**src/rtl/flexbex_ibex_imem_arbiter.sv**
```systemverilog
// flexbex_ibex_imem_arbiter: shares one instruction-memory port between prefetch (0) and loader/debug (1).
// Define IMEM_ARB_RR_EN for round-robin arbitration instead of fixed priority.
module flexbex_ibex_imem_arbiter #(
   parameter int MAX_OUTSTANDING = 2
) (
   input  logic        clk,
   input  logic        rst_n,
   input  logic        m0_req_i,
   input  logic [31:0] m0_addr_i,
   output logic        m0_gnt_o,
   output logic        m0_rvalid_o,
   input  logic        m1_req_i,
   input  logic [31:0] m1_addr_i,
   input  logic        m1_we_i,
   input  logic [3:0]  m1_be_i,
   input  logic [31:0] m1_wdata_i,
   output logic        m1_gnt_o,
   output logic        m1_rvalid_o,
   output logic [31:0] rdata_o,
   output logic        mem_req_o,
   output logic [31:0] mem_addr_o,
   output logic        mem_we_o,
   output logic [3:0]  mem_be_o,
   output logic [31:0] mem_wdata_o,
   input  logic        mem_gnt_i,
   input  logic        mem_rvalid_i,
   input  logic [31:0] mem_rdata_i,
   output logic        busy_o,
   output logic        err_o
);
   localparam int PW = MAX_OUTSTANDING > 1 ? $clog2(MAX_OUTSTANDING) : 1;
   localparam logic [PW-1:0] LAST = PW'(MAX_OUTSTANDING - 1);
   localparam logic [2:0] MAXC = 3'(MAX_OUTSTANDING);

   logic [MAX_OUTSTANDING-1:0] ids_q, ids_d;
   logic [PW-1:0] wr_q, wr_d, rd_q, rd_d;
   logic [2:0] cnt_q, cnt_d;
   logic lock_q, lock_d, sel_q, sel_d;
   logic sel, prio, can_issue, push, pop, empty, head;

`ifdef IMEM_ARB_RR_EN
   // rr_q names the port that wins the next tie
   logic rr_q, rr_d;
   assign prio = rr_q;
   assign rr_d = push ? ~sel : rr_q;
   always_ff @(posedge clk or negedge rst_n)
      if (!rst_n) rr_q <= 1'b0;
      else rr_q <= rr_d;
`else
   assign prio = 1'b0;
`endif

   assign empty     = cnt_q == 3'd0;
   assign head      = ids_q[rd_q];
   assign can_issue = (cnt_q < MAXC) | mem_rvalid_i;
   assign sel       = lock_q ? sel_q : (m0_req_i & m1_req_i ? prio : m1_req_i);

   assign mem_req_o   = can_issue & (sel ? m1_req_i : m0_req_i);
   assign mem_addr_o  = mem_req_o ? (sel ? m1_addr_i : m0_addr_i) : 32'h0;
   assign mem_we_o    = mem_req_o & sel & m1_we_i;
   assign mem_be_o    = mem_req_o ? (sel ? m1_be_i : 4'hF) : 4'h0;
   assign mem_wdata_o = mem_req_o & sel ? m1_wdata_i : 32'h0;

   assign push = mem_req_o & mem_gnt_i;
   assign pop  = mem_rvalid_i & ~empty;

   assign m0_gnt_o    = push & ~sel;
   assign m1_gnt_o    = push & sel;
   assign m0_rvalid_o = pop & ~head;
   assign m1_rvalid_o = pop & head;
   assign rdata_o     = mem_rdata_i;
   assign busy_o      = ~empty | mem_req_o;
   assign err_o       = mem_rvalid_i & empty;

   always_comb begin
      ids_d = ids_q;
      if (push) ids_d[wr_q] = sel;
      wr_d   = push ? (wr_q == LAST ? '0 : wr_q + 1'b1) : wr_q;
      rd_d   = pop ? (rd_q == LAST ? '0 : rd_q + 1'b1) : rd_q;
      cnt_d  = push & ~pop ? cnt_q + 3'd1 : (pop & ~push ? cnt_q - 3'd1 : cnt_q);
      lock_d = mem_req_o & ~mem_gnt_i;
      sel_d  = sel;
   end

   always_ff @(posedge clk or negedge rst_n)
      if (!rst_n) begin
         ids_q  <= '0;
         wr_q   <= '0;
         rd_q   <= '0;
         cnt_q  <= 3'd0;
         lock_q <= 1'b0;
         sel_q  <= 1'b0;
      end else begin
         ids_q  <= ids_d;
         wr_q   <= wr_d;
         rd_q   <= rd_d;
         cnt_q  <= cnt_d;
         lock_q <= lock_d;
         sel_q  <= sel_d;
      end
endmodule

```
**config.mk**
```make
export PLATFORM = sky130hd
export DESIGN_NAME = flexbex_ibex_imem_arbiter
export DESIGN_NICKNAME = d
export VERILOG_FILES = /design/src/rtl/flexbex_ibex_imem_arbiter.sv
export SDC_FILE = /design/constraint.sdc
export NUM_CORES = 1
export LEC_CHECK = 0
export BUFFER_PORTS_ARGS = -buffer_cell sky130_fd_sc_hd__buf_4
export CORE_AREA = 8 8 89 91
export CTS_BUF_LIST = sky130_fd_sc_hd__clkbuf_4 sky130_fd_sc_hd__clkbuf_8 sky130_fd_sc_hd__clkbuf_16
export DETAILED_ROUTE_END_ITERATION = 8
export DIE_AREA = 0 0 97 99
export PLACE_DENSITY = 0.79
export SYNTH_ARGS = -nofsm -noshare
export SYNTH_HDL_FRONTEND = slang
export SYNTH_SLANG_ARGS = --single-unit
export TNS_END_PERCENT = 100
```
**constraint.sdc**
```tcl
create_clock -name clk -period 2.85 [get_ports clk]
set_input_delay 0.57 -clock clk [delete_from_list [all_inputs] [get_ports clk]]
set_output_delay 0.57 -clock clk [all_outputs]
set_load 0.1 [all_outputs]
```
==> impl_metrics.tcl <==
set metrics [dict create \
    synthMuxAreaShare 0.0145 \
    grt_usage 0.132 \
    diodes 0 \
    ys_types 29 \
    reg2reg_from "lock_q" \
    final-hold-violation-count 0 \
    htree_levels 1 \
    required_ns 2.28 \
    hold_path.class "in -> async" \
    synth_top_family_by_area "simple AND/OR/NAND/NOR gates" \
    endpoint "mem_wdata_o[5]" \
    drc 0 \
    rr_endpoint "cnt_q[1]" \
    netlist_top_cells_area "buf_4 (18%), nand2_1 (16%), dfrtp_1 (15%), and3_1 (14%), a21oi_1 (12%)" \
    cp.arrival_ns 2.01 \
    cp_num_cells 7 \
    yosysMostFrequentCell "nand2_1" \
    globalRouteOverflowTotal 0 \
    outcome "complete, no violations" \
    worst_setup_path_start_kind "input pin" \
    dpl_cell_area_um2 2690 \
    ys_seq_area_frac 0.154 \
    ys_ff_latch 9 \
    cts_resized 0 \
    max-vdd-ir-drop_mv 0.533 \
    synthFlopType "dfrtp_1" \
    period_needed_ns 2.58 \
    skew_ns 0.00134 \
    vias 2069 \
    synthSimpleGateAreaFrac 0.383 \
    path_max_fanout 38 \
    cp_cell_sequence "buf_4 -> a21boi_0 -> o21a_1 -> nand2_2 -> inv_2 -> and3_1 -> buf_4" \
    critPathLaunch "m0_req_i" \
    slew_viol_final 0 \
    syn_to_final_growth_pct 86.8 \
    antenna_found_initial 0 \
    drt.antenna.violating_nets 0 \
    dieArea_um2 9600 \
    final_util 0.417 \
    gpl.final_weighted_congestion 0.742 \
    clk_path_buf_depth 2 \
    p_leak_uw 0.00157 \
    r2r_cells 8 \
    cts_buffers 3 \
    clock_latency_ns 0.23 \
    synth_top_area_frac 0.179 \
    synth_warnings 0 \
    dp_hpwl_um 5930 \
    postCtsHoldBufs 0 \
    cp-end-kind "primary output" \
    die_h_um 99 \
    synth_xor_xnor_area_share 0.0299 \
    initialDrtViolationCount 44 \
    dr.pass1.iters 4 \
    post_cts_buffers 0 \
    synth-adder-area-share 0.0222 \
    synth-compound-area-share 0.145 \
    dieWidth_um 97 \
    synthTopCellsByCount "nand2_1 (64), buf_4 (35), a21oi_1 (34), and3_1 (33), nor2_1 (14)" \
    powerDensity_nw_per_um2 889 \
    tns_ns 0 \
    synth-edff-count 0 \
    cts_sinks 9 \
    clkTransAtPathRegs_ns 0.04 \
    core_um2 6570 \
    port_buffers 182 \
    cts-root-buf "clkbuf_8" \
    drv_cap 0 \
    ys_async_sr_fraction 1.00 \
    viasPerCell 4.57 \
    layout-drive-gt1-share 0.571 \
    synth_top_area_cell "buf_4" \
    slew-limit-headroom 0.718 \
    stdcell_area_um2 2740 \
    grt_setup_unrepaired "false" \
    placementRows 30 \
    start_util 0.223 \
    fmax_mhz 388 \
    slowest_delay_ns 0.34 \
    synth_area_um2 1470 \
    cp_num_buf_inv 3 \
    critPathTopFamily "buffers and inverters" \
    grt_max_degree 40 \
    critPathMostFrequentCell "buf_4" \
    setup_viol 0 \
    routed_wl_um 7010 \
    io_pins 247 \
    critical_path_class "in -> out" \
    syn_nets 375 \
    synth_cells 234 \
    wl_per_cell_um 15.5 \
    grt_pass1_vias 2086 \
    grt_pass1_wl_um 10700 \
    min_period_over_period 0.904 \
    slowest_stage "inv_2" \
    worst_pin_slew_ns 0.423 \
    synth_area_per_cell_um2 6.27 \
    timing.reg2reg.setup_slack_ns 0.60 \
    nets 515 \
    cts_tree "built" \
]
metrics by stage:
stage	setup WS (ns)	instances	power (uW)	hold WS [ns]
2_1_floorplan	-0.480	234	2070	0.274
3_3_place_gp	0.350	449	2260	0.399
3_5_place_dp	0.294	449	2290	0.401
4_1_cts	0.278	453	2450	0.150
5_1_grt	0.108	453	2540	0.155
6_report	0.273	453	2430	0.153
kinds of logic after synthesis:
family	count (synthesis)
compound gates	40
xor+xnor	5
fa+ha+maj	2
buf+inv	55
flops	9
mux	2
simple gates	121
cell type report:
class                   instances  area [um^2]
clock buffers                   4         48.8
multi-input cells             170          941
repair buffers                186         1410
fillers                       680         3830
inverters                       4         15.0
flip-flops and latches          9          225
well taps                      80          100
layer usage:
layer  part of all wire  track usage
met1               0.36        0.135
met2               0.49        0.234
met3               0.14       0.0714
met4             0.0076       0.0237
met5                  0            0
worst min path at each step:
stage                     start        to  slack [ns]  cells after the start
after CTS                 rst_n      wr_q        0.15                      1
after global placement    rst_n  cnt_q[2]        0.40                      1
after global routing      rst_n      wr_q        0.15                      1
after detailed placement  rst_n  cnt_q[1]        0.40                      1
after floorplan           rst_n  cnt_q[0]        0.27                      0
final                     rst_n      wr_q        0.15                      1
power breakdown:
part	internal, uW	switching [uW]	leakage, uW
clock	107	50.2	0.0000262
combinational	478	1560	0.00144
sequential	187	52.7	0.000107
total	771	1660	0.00157
sequential cells by signal (all words and copies together) (netlist names):
name and cells:
cnt_q 3, ids_q 2, lock_q 1, wr_q 1
rd_q 1, sel_q 1
cells in the final DEF (no fill, tap or decap), types with 2 or more instances in the layout:
cell	count
and2_1	2
nand2_1	64
buf_4	185
nor2_2	6
nor2b_1	2
xor2_1	2
clkbuf_8	3
a21oi_1	21
xnor2_1	3
nand2b_1	2
dfrtp_1	9
inv_1	2
and3_1	33
a31oi_1	2
a21oi_2	13
nor2_1	8
(Power assumes the default switching activity.)
